$ cat src/rtl/mem_arb_pkg.sv
// Shared types for the data memory arbiter: request bundle and read-return owner tags.
// Default widths match data_Mem's 32-bit address/data buses.
package mem_arb_pkg;

    localparam int AW_DEF = 32;
    localparam int DW_DEF = 32;

    typedef enum logic [1:0] {
        OWN_NONE = 2'd0,
        OWN_P0   = 2'd1,
        OWN_P1   = 2'd2
    } owner_t;

    typedef struct packed {
        logic [AW_DEF-1:0] addr;
        logic [DW_DEF-1:0] wdata;
        logic              we;
        logic              is_byte;
    } mem_req_t;

    // Tag pushed into the return pipe for a granted access.
    function automatic owner_t rd_tag(
        input logic g0,
        input logic g1,
        input logic we0,
        input logic we1
    );
        owner_t t;
        t = OWN_NONE;
        if (g0 && !we0) t = OWN_P0;
        if (g1 && !we1) t = OWN_P1;
        return t;
    endfunction

endpackage

$ cat src/rtl/rd_return_pipe.sv
// Owner-tag delay line: a tag pushed on a grant edge reaches the tail
// exactly when data_Mem presents the read data (RD_LAT cycles after mem_re).
module rd_return_pipe
    import mem_arb_pkg::*;
#(
    parameter int RD_LAT = 1
) (
    input  logic   clk,
    input  logic   rst_n,
    input  owner_t push,
    output owner_t tail
);

    owner_t stage [RD_LAT+1];

    always_ff @(posedge clk or negedge rst_n) begin
        if (!rst_n) begin
            for (int i = 0; i <= RD_LAT; i++) begin
                stage[i] <= OWN_NONE;
            end
        end else begin
            stage[0] <= push;
            for (int i = 1; i <= RD_LAT; i++) begin
                stage[i] <= stage[i-1];
            end
        end
    end

    assign tail = stage[RD_LAT];

endmodule

$ cat src/rtl/data_mem_arbiter.sv
// Two-port arbiter/sequencer in front of data_Mem: MEM stage (port 0, priority)
// and loader/debug (port 1, starvation-protected), one registered command per cycle.
module data_mem_arbiter
    import mem_arb_pkg::*;
#(
    parameter int AW           = AW_DEF,
    parameter int DW           = DW_DEF,
    parameter int STARVE_LIMIT = 4,
    parameter int RD_LAT       = 1
) (
    input  logic          clk,
    input  logic          rst_n,
    input  logic          req0,
    input  logic          we0,
    input  logic [AW-1:0] addr0,
    input  logic [DW-1:0] wdata0,
    input  logic          byte0,
    input  logic          req1,
    input  logic          we1,
    input  logic [AW-1:0] addr1,
    input  logic [DW-1:0] wdata1,
    input  logic          byte1,
    output logic          gnt0,
    output logic          gnt1,
    output logic          stall0,
    output logic          rvalid0,
    output logic          rvalid1,
    output logic [DW-1:0] rdata0,
    output logic [DW-1:0] rdata1,
    output logic [AW-1:0] mem_addr,
    output logic [DW-1:0] mem_wdata,
    output logic          mem_re,
    output logic          mem_we,
    output logic          mem_isByte,
    input  logic [DW-1:0] mem_rdata
);

    localparam int SW = $clog2(STARVE_LIMIT + 1);

    if (STARVE_LIMIT < 1) begin : g_bad_limit
        $error("data_mem_arbiter: STARVE_LIMIT must be >= 1");
    end
    if (RD_LAT < 0 || RD_LAT > 3) begin : g_bad_lat
        $error("data_mem_arbiter: RD_LAT must be 0..3");
    end
    if (AW != AW_DEF || DW != DW_DEF) begin : g_bad_width
        $error("data_mem_arbiter: AW/DW must match mem_req_t widths");
    end

    mem_req_t        r0;
    mem_req_t        r1;
    mem_req_t        sel;
    logic [SW-1:0]   starve_cnt;
    logic            force1;
    owner_t          push_tag;
    owner_t          tail_tag;

    always_comb begin
        r0         = '0;
        r0.addr    = AW_DEF'(addr0);
        r0.wdata   = DW_DEF'(wdata0);
        r0.we      = we0;
        r0.is_byte = byte0;
        r1         = '0;
        r1.addr    = AW_DEF'(addr1);
        r1.wdata   = DW_DEF'(wdata1);
        r1.we      = we1;
        r1.is_byte = byte1;
    end

    assign force1 = (starve_cnt == SW'(STARVE_LIMIT));

    // Port 0 wins unless port 1 has been denied STARVE_LIMIT cycles in a row.
    always_comb begin
        gnt0 = 1'b0;
        gnt1 = 1'b0;
        if (force1 && req1) begin
            gnt1 = 1'b1;
        end else if (req0) begin
            gnt0 = 1'b1;
        end else if (req1) begin
            gnt1 = 1'b1;
        end
    end

    assign stall0 = req0 & ~gnt0;
    assign sel    = gnt1 ? r1 : r0;

    always_ff @(posedge clk or negedge rst_n) begin
        if (!rst_n) begin
            starve_cnt <= '0;
        end else if (!req1 || gnt1) begin
            starve_cnt <= '0;
        end else if (!force1) begin
            starve_cnt <= starve_cnt + SW'(1);
        end
    end

    // Address/data hold their last value on idle cycles; only strobes drop.
    always_ff @(posedge clk or negedge rst_n) begin
        if (!rst_n) begin
            mem_addr   <= '0;
            mem_wdata  <= '0;
            mem_isByte <= 1'b0;
            mem_re     <= 1'b0;
            mem_we     <= 1'b0;
        end else begin
            mem_re <= 1'b0;
            mem_we <= 1'b0;
            if (gnt0 || gnt1) begin
                mem_addr   <= AW'(sel.addr);
                mem_wdata  <= DW'(sel.wdata);
                mem_isByte <= sel.is_byte;
                mem_re     <= ~sel.we;
                mem_we     <= sel.we;
            end
        end
    end

    assign push_tag = rd_tag(gnt0, gnt1, we0, we1);

    rd_return_pipe #(
        .RD_LAT (RD_LAT)
    ) u_ret (
        .clk   (clk),
        .rst_n (rst_n),
        .push  (push_tag),
        .tail  (tail_tag)
    );

    assign rvalid0 = (tail_tag == OWN_P0);
    assign rvalid1 = (tail_tag == OWN_P1);
    assign rdata0  = rvalid0 ? mem_rdata : '0;
    assign rdata1  = rvalid1 ? mem_rdata : '0;

endmodule

$ cat config.mk
export PLATFORM = sky130hd
export DESIGN_NAME = data_mem_arbiter
export DESIGN_NICKNAME = d
export VERILOG_FILES = /design/src/rtl/mem_arb_pkg.sv /design/src/rtl/rd_return_pipe.sv /design/src/rtl/data_mem_arbiter.sv
export SDC_FILE = /design/constraint.sdc
export NUM_CORES = 1
export LEC_CHECK = 0
export ABC_AREA = 1
export CAP_MARGIN = 20
export CORE_AREA = 2 2 117 119
export CTS_CLUSTER_DIAMETER = 40
export DETAILED_ROUTE_END_ITERATION = 6
export DIE_AREA = 0 0 119 121
export GPL_TIMING_DRIVEN = 0
export HOLD_SLACK_MARGIN = 0.08
export PLACE_DENSITY = 0.8
export SETUP_SLACK_MARGIN = 0.15
export SLEW_MARGIN = 20
export SYNTH_ARGS = -nofsm -noshare
export SYNTH_HDL_FRONTEND = slang
export SYNTH_HIERARCHICAL = 1
export SYNTH_SLANG_ARGS = --single-unit
$ cat constraint.sdc
create_clock -name clk -period 4.1 [get_ports clk]
set_input_delay 0.41 -clock clk [delete_from_list [all_inputs] [get_ports clk]]
set_output_delay 0.41 -clock clk [all_outputs]
set_load 0.01 [all_outputs]
Yosys cells after proc, flatten, opt, wreduce, memory -nomap -nowiden
Index checks and enable logic that the tools add are counted.
{"block": "word_totals", "ff_bits": 74, "in_bits": 168, "output_inout_bits": 136, "wordCells": 38}
{"block": "op_classes", "n_addsub": 1, "n_eq_ne": 4, "n_mux": 14, "bitwise": 3, "n_reduce_logical": 8}
{"op": "$mux W66", "n": 1}
{"op": "$mux W32", "n": 2}
{"op": "$mux W1", "n": 8}
{"op": "$mux W3", "n": 2}
{"op": "$add A3 B1 Y3 const B", "n": 1}
{"op": "$eq A3 B3 Y1 const B", "n": 1}
{"op": "$logic_and A1 B1 Y1", "n": 3}
{"op": "$logic_not A1 Y1", "n": 3}
{"op": "$eq A2 B1 Y1 const B", "n": 1}
{"op": "$eq A2 B2 Y1 const B", "n": 1}
{"op": "$logic_or A1 B1 Y1", "n": 2}
{"op": "$mux W2", "n": 1}
{"op": "$ne A2 B1 Y1 const B", "n": 1}
{"op": "$not A1 Y1", "n": 2}
{"op": "$and A1 B1 Y1", "n": 1}

Logic depth before layout (Yosys ltp)
Gate-level depths: netlist of the first run.
{"block": "logic_depth", "ltp_word": 6, "mapped_depth": 9}

Modules after synthesis
The synthesis of the first run kept the hierarchy.
{"mod": "data_mem_arbiter", "n_inst": 1, "cells_each": 695, "area_per_inst_um2": 4325.4, "seq_area_each_um2": 1751.7}
{"mod": "rd_return_pipe", "n_inst": 1, "cells_each": 6, "area_per_inst_um2": 115.1, "seq_area_each_um2": 100.1}

Worst setup path after synthesis of the first run
OpenSTA, ideal clock, no wires.
{"block": "synth_path", "path_kind": "reg-to-output", "from": "register u_ret.stage, in the netlist u_ret/tail[0]", "to": "output port rdata1[0]", "arrival_time_ns": 1.177, "required_ns": 3.690, "slack_ns": 2.513, "path_stages_with_launch": 6, "path_buffers": 2, "path_cell_list": "dfrtp_1 > buf_4 > nor2_1 > inv_1 > clkbuf_1 > nor2_1"}
{"block": "synth_via", "elab_chain_len": 2}
{"item": "start: declaration", "line_no": "rd_return_pipe.sv:14", "source": "owner_t stage [RD_LAT+1];"}
{"item": "start signal: indexed assignment", "line_no": "rd_return_pipe.sv:24", "source": "stage[i] <= stage[i-1];"}
{"item": "$eq A2 B2 Y1", "line_no": "data_mem_arbiter.sv:132", "source": "assign rvalid1 = (tail_tag == OWN_P1);"}
{"item": "net rvalid1", "line_no": "data_mem_arbiter.sv:27", "source": "output logic rvalid1,"}
{"item": "$mux W32", "line_no": "data_mem_arbiter.sv:134", "source": "assign rdata1 = rvalid1 ? mem_rdata : '0;"}
{"item": "end: declaration", "line_no": "data_mem_arbiter.sv:29", "source": "output logic [DW-1:0] rdata1,"}
The timed path passes the listed nets, and every way through them passes these cells.

Final worst setup path of the first run
{"block": "layout_path", "from": "input port req1", "to": "output port gnt1"}
{"block": "layout_via", "elab_chain_len": 3, "word_cells_on_any_way": 4, "classes_between": "mux: 3; reduce/logical: 1"}
{"item": "start: declaration", "line_no": "data_mem_arbiter.sv:18", "source": "input logic req1,"}
{"item": "$mux W1", "line_no": "data_mem_arbiter.sv:81", "source": "end else if (req1) begin"}
{"item": "$mux W1", "line_no": "data_mem_arbiter.sv:79", "source": "end else if (req0) begin"}
{"item": "$mux W1 (*)", "line_no": "data_mem_arbiter.sv:77", "source": "if (force1 && req1) begin"}
{"item": "end: declaration", "line_no": "data_mem_arbiter.sv:24", "source": "output logic gnt1,"}
Every way passes the cells marked *; elsewhere a longest branch is shown, timed or not.

==> results.ini, run 1 <==
[yosys]
synth_area_leaders = dfrtp_1 42%, nand2_1 17%, nand3_1 15%, inv_1 15%, nor2_1 6.1%
synth_seq_cells = 74
yosysUniqueCellTypes = 12
syn_inst = 701
yosysSeqAreaShare_pct = 41.7
yosysTopAreaCell = dfrtp_1
yosysWarnings = 6
postSynthAreaPerCell_um2 = 6.33
netlist_area_mm2 = 0.00444
yosysTopAreaCellShare_pct = 41.7
syn_nets = 871

[die]
core_mm2 = 0.0131
ios = 304
die_w_um = 119
fp.dieArea_mm2 = 0.0144
start_util_pct = 33.9
dieHeight_um = 121
row_count = 42

[critical_path]
end_kind = output port
r2r-start = starve_cnt[0]
critPathKind = in2out
critical_path.max_fanout = 10
crit_required_ps = 3690
critPathArrivalTime_ps = 2290
startpoint_type = input port
rr_endpoint = mem_wdata[20]
rrSetupSlack_ps = 2240
ff2ff_path_depth = 9

[layout]
fin_cells = 1198
final_util_pct = 61.4
synthToLayoutAreaGrowth_pct = 80.8
final_area_mm2 = 0.00803
nets = 1187
layout_commonest_cell = clkdlybuf4s50_1
seqCellArea_mm2 = 0.00185
drive_gt1_share_pct = 4.31
layout_common_cells = 302 x clkdlybuf4s50_1, 203 x nand2_1, 173 x inv_1, 132 x nand3_1, 74 x dfrtp_1
antenna_cells = 0
multi_input_area_mm2 = 0.00173
fill_cells = 1240

[sta]
tightest_slew_ps = 523
timing.final.crit_period_ps = 2700
setup_viol = 0
rsz0062_at_grt = false
fin_tns_setup_ps = 0
relSlewSlack_pct = 65.1
fmax_ghz = 0.370
fin_crit_sh_pct = 65.9
fin_skew_ps = 5.87
fin_ws_ps = 1400
maxSlewViolCount = 0
hold_viol = 0

[pwr]
p_leak_nw = 4.23
combPwrFrac_pct = 28.5
ir_drop_mv = 0.207
p_sw_share_pct = 27.2
p_switching_mw = 0.631
seq_power_share_pct = 36.5
powerDensity_mw_per_mm2 = 289
p_int_mw = 1.69
clock_power_share_pct = 35.0

[routing]
routed-via-count = 5266
dr.pass1.iters = 6
drcViolationCount = 0
wl_per_cell_um = 13.8
routed_wl_mm = 16.5
post_drt_via_cell_ratio = 4.40
drtAntennaViolNets = 0
drtIter0Drc = 209

[clocking]
numCtsBuffers = 9
cts.clk_slew.worst_paths_ps = 50
post_cts_buffers = 0
htree_levels = 3
tritoncts = yes
cts_max_path_buffers = 2
cts.sinks = 74
clock_latency_ps = 330
clock-root-buffer = clkbuf_16

[grt]
grtUsageMet2_pct = 41.9
antenna_found_initial = 0
grt_pass1_vias = 4964
grt_usage_pct = 22.6
grt_pass1_wl_mm = 25.6
use_met1_pct = 24.1
grt-busiest-layer = met2
overflow = 0
grt_max_degree = 39
use_met3_pct = 7.05

[flow_run]
maxCapViolations = 0

[placed_design]
placed_cells = 1181
hpwl_mm = 13.3
dp_slack_ps = 1340
portBuffers = 303
gp_congestion = 0.884
placed_area_mm2 = 0.00771

[run_status]
run_status = finished clean

[hold_path]
worstHoldPathCells = 0
min_from = u_ret/stage[3]
min_to = u_ret/tail[1]
min_path_type = reg2reg

[sequential cells by signal, indices dropped and copies added, names as in the netlist]
name	flops
mem_addr	32
mem_wdata	32
starve_cnt	3
u_ret/stage	2
u_ret/tail	2
mem_isByte	1
mem_re	1
mem_we	1
[critical path, cell delays in order]
cell and delay (ps):
clkdlybuf4s50_1 530, nand3_1 230, nand2_1 280, buf_2 260, clkdlybuf4s50_1 570
[worst max path at each step]
stage	slack (ps)	startpoint	cells past startpoint	endpoint
CTS	1330	req1	5	gnt1
global route	1230	req1	5	gnt1
global placement	-40	rst_n	1	mem_re
finish	1400	req1	5	gnt1
floorplan	2510	u_ret/tail[0]	5	rdata1[0]
detailed placement	1340	req1	5	gnt1
[power by group through the flow]
stage / clock network (mW) / logic [mW] / registers [mW]
3_5_place_dp: 0 / 0.666 / 0.857
4_1_cts: 0.825 / 0.670 / 0.845
3_3_place_gp: 0 / 0.658 / 0.855
2_1_floorplan: 0 / 0.200 / 0.890
5_1_grt: 0.866 / 0.722 / 0.854
6_report: 0.811 / 0.661 / 0.845
[synth_stat cells]
master    number
a21oi_1        1
buf_1          1
buf_2         22
buf_4          5
clkbuf_1      15
dfrtp_1       74
ha_1           2
inv_1        173
nand2_1      203
nand3_1      132
nor2_1        72
xnor2_1        1
[metrics by stage]
stage,power [mW],hold WS (ps)
after floorplan,1.09,114
after global placement,1.51,334
after detailed placement,1.52,347
after CTS,2.34,359
after global routing,2.44,363
final,2.32,354
[per-layer routing]
layer | routed length (um) | vias up | share of wire [%]
met5 | 0 | - | 0
li1 | - | 2666 | -
met4 | 436 | 0 | 2.6
met1 | 6250 | 2354 | 38
met2 | 8460 | 220 | 51
met3 | 1330 | 26 | 8.1
[final cells by class]
cell class / count / share of cell area, %
Sequential cell: 74 / 23.1
Multi-Input combinational cell: 411 / 21.6
Inverter: 173 / 8.09
Timing Repair Buffer: 305 / 38.1
Clock inverter: 4 / 0.623
Tap cell: 176 / 2.74
Buffer: 43 / 2.59
Clock buffer: 12 / 3.20
[kinds of logic (layout without fill, tap and decap cells)]
family | Yosys count | after routing | share of synthesized area (%)
xor+xnor | 1 | 1 | 0.197
fa+ha+maj | 2 | 2 | 0.563
simple gates | 407 | 407 | 38.1
compound gates | 1 | 1 | 0.113
buf+inv | 216 | 537 | 19.3
flops | 74 | 74 | 41.7
[repair_timing]
action                                 4_1_cts  5_1_grt
hold buffers                                 1        0
endpoints found under the hold margin       36        0
resized for setup                            0        0
Power figures use the tool's default switching activity.
==> inputs of run 2 (changes only) <==
- CORE_AREA: 2 2 117 119 -> 2 2 118 120
- DIE_AREA: 0 0 119 121 -> 0 0 120 122
- PLACE_DENSITY: 0.8 -> 0.78
- clock period: 4.1 -> 2.82 ns (I/O delays scaled with it)
==> run 2 against run 1 <==
Effect of this change:
- utilization down 1.9 points
- combinational power rose by 45%
- sequential share of layout area barely moved
- register-to-register slack worse by 1300 ps
- hold slack worse by 1.0 ps
- die area rose by 1.7%
- clock-buffer cell count grew 1
- worst setup slack got worse by 1100 ps
- global-route usage decreased by 0.22 points
- routed wire length is 0.25% lower
- non-clock buffer count unchanged
- largest power group unchanged
==> results.ini, run 2 (synthesized netlist as in run 1, its figures left out) <==
[layout]
layout_commonest_cell = clkdlybuf4s50_1
final_util_pct = 59.5
antenna_cells = 0
nets = 1187
reg_top3 = mem_addr x32, mem_wdata x32, starve_cnt x3
drive_gt1_share_pct = 4.21
layout_common_cells = 302 x clkdlybuf4s50_1, 203 x nand2_1, 173 x inv_1, 132 x nand3_1, 74 x dfrtp_1
synthToLayoutAreaGrowth_pct = 80.9
fin_cells = 1202

[critical_path]
cp_top_family = buffers and inverters
critPathArrivalTime_ps = 2220
crit_chain = inv_1 > ha_1 > nand3_1 > nand2_1 > buf_2 > clkdlybuf4s50_1
path_depth = 6
cp.buffers_inverters = 3
critPathKind = reg2out
slowest_delay_ps = 570
critical_path.max_fanout = 10
startpoint_type = flop
crit_required_ps = 2540
end_kind = output port
ff2ff_path_depth = 9
crit_path_top_delay_cell = clkdlybuf4s50_1

[grt]
overflow = 0
grt_pass1_wl_mm = 25.5
grt_max_degree = 43
grt_usage_pct = 22.4
grt_pass1_vias = 5044
antenna_found_initial = 0

[sta]
fin_skew_ps = 6.95
maxSlewViolCount = 0
fin_crit_sh_pct = 88.8
rsz0062_at_grt = true
fmax_ghz = 0.399
setup_viol = 0
timing.final.crit_period_ps = 2510
hold_viol = 0
fin_ws_ps = 315
relSlewSlack_pct = 69.3
tightest_slew_ps = 460

[die]
core_mm2 = 0.0135
fp.dieArea_mm2 = 0.0146
start_util_pct = 32.9
dieHeight_um = 122
ios = 304
die_w_um = 120
row_count = 43

[pwr]
combPwrFrac_pct = 28.5
p_sw_share_pct = 27.1
powerDensity_mw_per_mm2 = 420
clock_power_share_pct = 35.1
p_switching_mw = 0.915
p_leak_nw = 4.24
p_int_mw = 2.46
seq_power_share_pct = 36.4
ir_drop_mv = 0.216

[clocking]
numCtsBuffers = 9
cts.sinks = 74
clock-root-buffer = clkbuf_16
cts_max_path_buffers = 2
clock_latency_ps = 330
post_cts_buffers = 0
htree_levels = 3
tritoncts = yes
cts.clk_slew.worst_paths_ps = 60

[placed_design]
gp_congestion = 0.838
hpwl_mm = 13.2
dp_slack_ps = 340
placed_cells = 1185
portBuffers = 303

[routing]
dr.pass1.iters = 5
drcViolationCount = 0
drtAntennaViolNets = 0
routed-via-count = 5264
routed_wl_mm = 16.4
post_drt_via_cell_ratio = 4.38
drtIter0Drc = 231
wl_per_cell_um = 13.7

[flow_run]
maxCapViolations = 0

[run_status]
run_status = finished clean

[hold_path]
worstHoldPathCells = 0
min_path_type = reg2reg

## run 2: changes by cell type in the layout (fill, tap and decap cells not counted)
cell        previous run  this run
inv_6                  0         1
clkinv_2               1         0
clkinvlp_4             2         1
clkbuf_1              16        17
## run 2: metrics by stage
stage | hold slack [ps] | total power [mW] | area (um^2) | setup TNS [ps]
3_3_place_gp | 331 | 2.20 | 7700 | -87190
5_1_grt | 377 | 3.55 | 8030 | 0
2_1_floorplan | -13.6 | 1.59 | 4440 | 0
6_report | 353 | 3.37 | 8030 | 0
4_1_cts | 358 | 3.41 | 8030 | 0
3_5_place_dp | 263 | 2.21 | 7720 | 0
## run 2: timing repair
item                                    4_1_cts  5_1_grt
gates resized for setup                       0        0
endpoints found under the hold margin        32        0
endpoints found under the setup margin        0        2
hold buffers                                  1        0
## run 2: final timing paths
check / from / endpoint / slack [ps]
worst max-delay path: starve_cnt[0] / gnt1 / 310
worst min-delay path: u_ret/stage[3] / u_ret/tail[1] / 350
worst max register to register: starve_cnt[0] / mem_wdata[7] / 960
worst min register to register: u_ret/stage[3] / u_ret/tail[1] / 350
max in group asynchronous: rst_n / mem_we / 1810
min in group asynchronous: rst_n / mem_addr[2] / 430
## run 2: metal layers
layer / share of wire [%] / global-route usage (%) / vias up
met2: 51 / 41.1 / 227
met3: 8.9 / 6.93 / 40
met4: 3.7 / 11.2 / 0
met5: 0 / 0 / -
li1: - / - / 2673
met1: 36 / 23.1 / 2324
## run 2: power groups by stage
stage / clock (mW) / combinational (mW) / sequential, mW
2_1_floorplan: 0 / 0.291 / 1.29
3_3_place_gp: 0 / 0.958 / 1.24
3_5_place_dp: 0 / 0.970 / 1.24
4_1_cts: 1.21 / 0.973 / 1.23
5_1_grt: 1.25 / 1.05 / 1.24
6_report: 1.18 / 0.961 / 1.23
## run 2: layout make-up
| class | instances | area [um^2] |
|---|---|---|
| Fill cell | 1263 | 5470 |
| Tap cell | 180 | 225 |
| Timing Repair Buffer | 305 | 3060 |
| Clock inverter | 3 | 46.3 |
| Clock buffer | 13 | 260 |
| Sequential cell | 74 | 1850 |
| Buffer | 43 | 208 |
| Multi-Input combinational cell | 411 | 1730 |
| Inverter | 173 | 649 |
==> inputs of run 3 (changes only) <==
- SYNTH_HIERARCHICAL: 1 -> not set
==> run 3 against run 2 <==
Effect of this change:
- combinational power decreased by 0.6%
- clock skew increased by 0.94 ps
- flip-flop and latch count unchanged
- utilization decreased by 0.10 points
- die area unchanged
- sequential share of layout area about the same
- power about the same
- synthesized cell count decreased by 0.29%
- global-route usage increased by 0.14 points
- maximum frequency decreased by 0.56%
- hold slack about the same
- critical endpoint is now stall0
==> results.ini, run 3 <==
[sta]
fin_hold_ws_ps = 353
setup_viol = 0
timing.final.crit_period_ps = 2520
fin_crit_sh_pct = 89.3
hold_viol = 0
relSlewSlack_pct = 64.5
rsz0062_at_grt = true
tightest_slew_ps = 533
fin_skew_ps = 7.89
fmax_ghz = 0.397
maxSlewViolCount = 0

[clocking]
cts_max_path_buffers = 2
tritoncts = yes
cts.clk_slew.worst_paths_ps = 60
post_cts_buffers = 0
clock_latency_ps = 340
htree_levels = 3
numCtsBuffers = 9
cts.sinks = 74
clock-root-buffer = clkbuf_16

[routing]
drcViolationCount = 0
post_drt_via_cell_ratio = 4.47
routed_wl_mm = 16.9
routed-via-count = 5355
dr.pass1.iters = 4
drtIter0Drc = 195
drtAntennaViolNets = 0
wl_per_cell_um = 14.1

[critical_path]
critPathKind = reg2out
ff2ff_path_depth = 8
startpoint_type = flop
critical_path.max_fanout = 10
critPathArrivalTime_ps = 2240
rrSetupSlack_ps = 1040
rr_endpoint = mem_wdata[11]
crit_start = starve_cnt[0]
crit_required_ps = 2540
end_kind = output port
r2r-start = starve_cnt[0]

[yosys]
netlist_area_mm2 = 0.00443
yosysTopAreaCellShare_pct = 41.8
synth_commonest_cells = 203 x nand2_1, 173 x inv_1, 132 x nand3_1
yosysSeqAreaShare_pct = 41.8
postSynthAreaPerCell_um2 = 6.33
ys.flop_type = dfrtp_1
syn_nets = 869
synth_seq_cells = 74
synth_edf_count = 0
async_reset_ff_share_pct = 100
yosysUniqueCellTypes = 12
yosysWarnings = 0
syn_inst = 699
synth_area_leaders = dfrtp_1 42%, nand2_1 17%, nand3_1 15%, inv_1 15%, nor2_1 6.1%
synth.most_common_cell = nand2_1
yosysTopAreaCell = dfrtp_1

[die]
core_mm2 = 0.0135
ios = 304
dieHeight_um = 122
row_count = 43
start_util_pct = 32.8
die_w_um = 120
fp.dieArea_mm2 = 0.0146

[pwr]
powerDensity_mw_per_mm2 = 420
p_leak_nw = 4.23
ir_drop_mv = 0.212
p_sw_share_pct = 26.7
p_switching_mw = 0.902
combPwrFrac_pct = 28.3
clock_power_share_pct = 35.2
p_int_mw = 2.47
seq_power_share_pct = 36.5

[grt]
antenna_found_initial = 1
grt_pass1_wl_mm = 25.6
grt_pass1_vias = 5039
overflow = 0
grt_usage_pct = 22.6
grt_max_degree = 40

[layout]
final_util_pct = 59.4
nets = 1185
synthToLayoutAreaGrowth_pct = 81.2
drive_gt1_share_pct = 4.12
fill_cells = 1281
layout_common_cells = 302 x clkdlybuf4s50_1, 202 x nand2_1, 173 x inv_1, 132 x nand3_1, 74 x dfrtp_1
fin_cells = 1199
layout_commonest_cell = clkdlybuf4s50_1
antenna_cells = 0
reg_top3 = mem_addr x32, mem_wdata x32, starve_cnt x3

[hold_path]
worstHoldPathCells = 0
min_to = u_ret.tail[0]
min_from = u_ret.stage[2]
min_path_type = reg2reg

[placed_design]
gp_congestion = 0.842
placed_cells = 1183
hpwl_mm = 13.4
portBuffers = 303

[run_status]
run_status = finished clean

[flow_run]
maxCapViolations = 0

run 3: changes by cell type after synthesis:
cell      before  now
buf_1          1    3
clkbuf_1      15   13
buf_4          5    3
run 3: cell type report:
| cell class | count | area (um^2) | share of cell area, % |
|---|---|---|---|
| buffer | 41 | 193 | 2.40 |
| clock buffer | 13 | 270 | 3.37 |
| clock inverter | 2 | 35.0 | 0.437 |
| inverter | 173 | 649 | 8.10 |
| multi-input combinational | 411 | 1730 | 21.6 |
| sequential | 74 | 1850 | 23.1 |
| tap | 180 | 225 | 2.81 |
| timing repair buffer | 305 | 3060 | 38.2 |
run 3: repair_timing:
item | in CTS | in global routing
resized for setup | 0 | 1
endpoints found under the setup margin | 0 | 1
hold buffers | 1 | 0
endpoints found under the hold margin | 35 | 0
run 3: logic make-up (layout without fill, tap and decap cells):
family / Yosys count / after routing / synth area share [%]
AO/OA/AOI/OAI: 1 / 1 / 0.113
AND/OR/NAND/NOR: 407 / 407 / 38.3
XOR/XNOR: 1 / 1 / 0.198
flip-flops: 74 / 74 / 41.8
buffers and inverters: 214 / 534 / 19.0
adder cells (fa/ha/maj): 2 / 2 / 0.565
run 3: routing by layer:
layer  global-route usage [%]  wire length [um]  up-vias
met5                        0                14        -
li1                         -                 -     2663
met2                     41.1              8710      214
met3                     5.95              1220       39
met1                     24.6              6370     2437
met4                     9.93               588        2
run 3: stage by stage:
step	area, um^2	worst slack, ps	TNS [ps]	power, mW
6_report	8020	301	0	3.37
4_1_cts	8020	226	0	3.40
3_3_place_gp	7680	-1240	-91110	2.19
5_1_grt	8020	146	0	3.53
2_1_floorplan	4430	1420	0	1.58
3_5_place_dp	7700	350	0	2.21
run 3: worst max-delay path by stage:
stage                    endpoint  slack, ps  cells after the start
floorplan           mem_wdata[10]       1420                      8
global placement     mem_addr[28]      -1240                      1
detailed placement           gnt1        350                      5
CTS                          gnt1        230                      6
global route               stall0        150                      6
finish                     stall0        300                      6
run 3: critical path: stages, from the launching register on:
cell	delay, ps
dfrtp_1	400
inv_1	70
ha_1	140
nand3_1	230
clkbuf_1	340
nor2_1	160
clkdlybuf4s50_1	560
run 3: power groups by stage:
stage | Clock [mW] | Sequential, mW | Combinational [mW]
global placement | 0 | 1.24 | 0.947
detailed placement | 0 | 1.25 | 0.963
finish | 1.19 | 1.23 | 0.955
global route | 1.25 | 1.24 | 1.04
floorplan | 0 | 1.29 | 0.289
CTS | 1.20 | 1.23 | 0.967
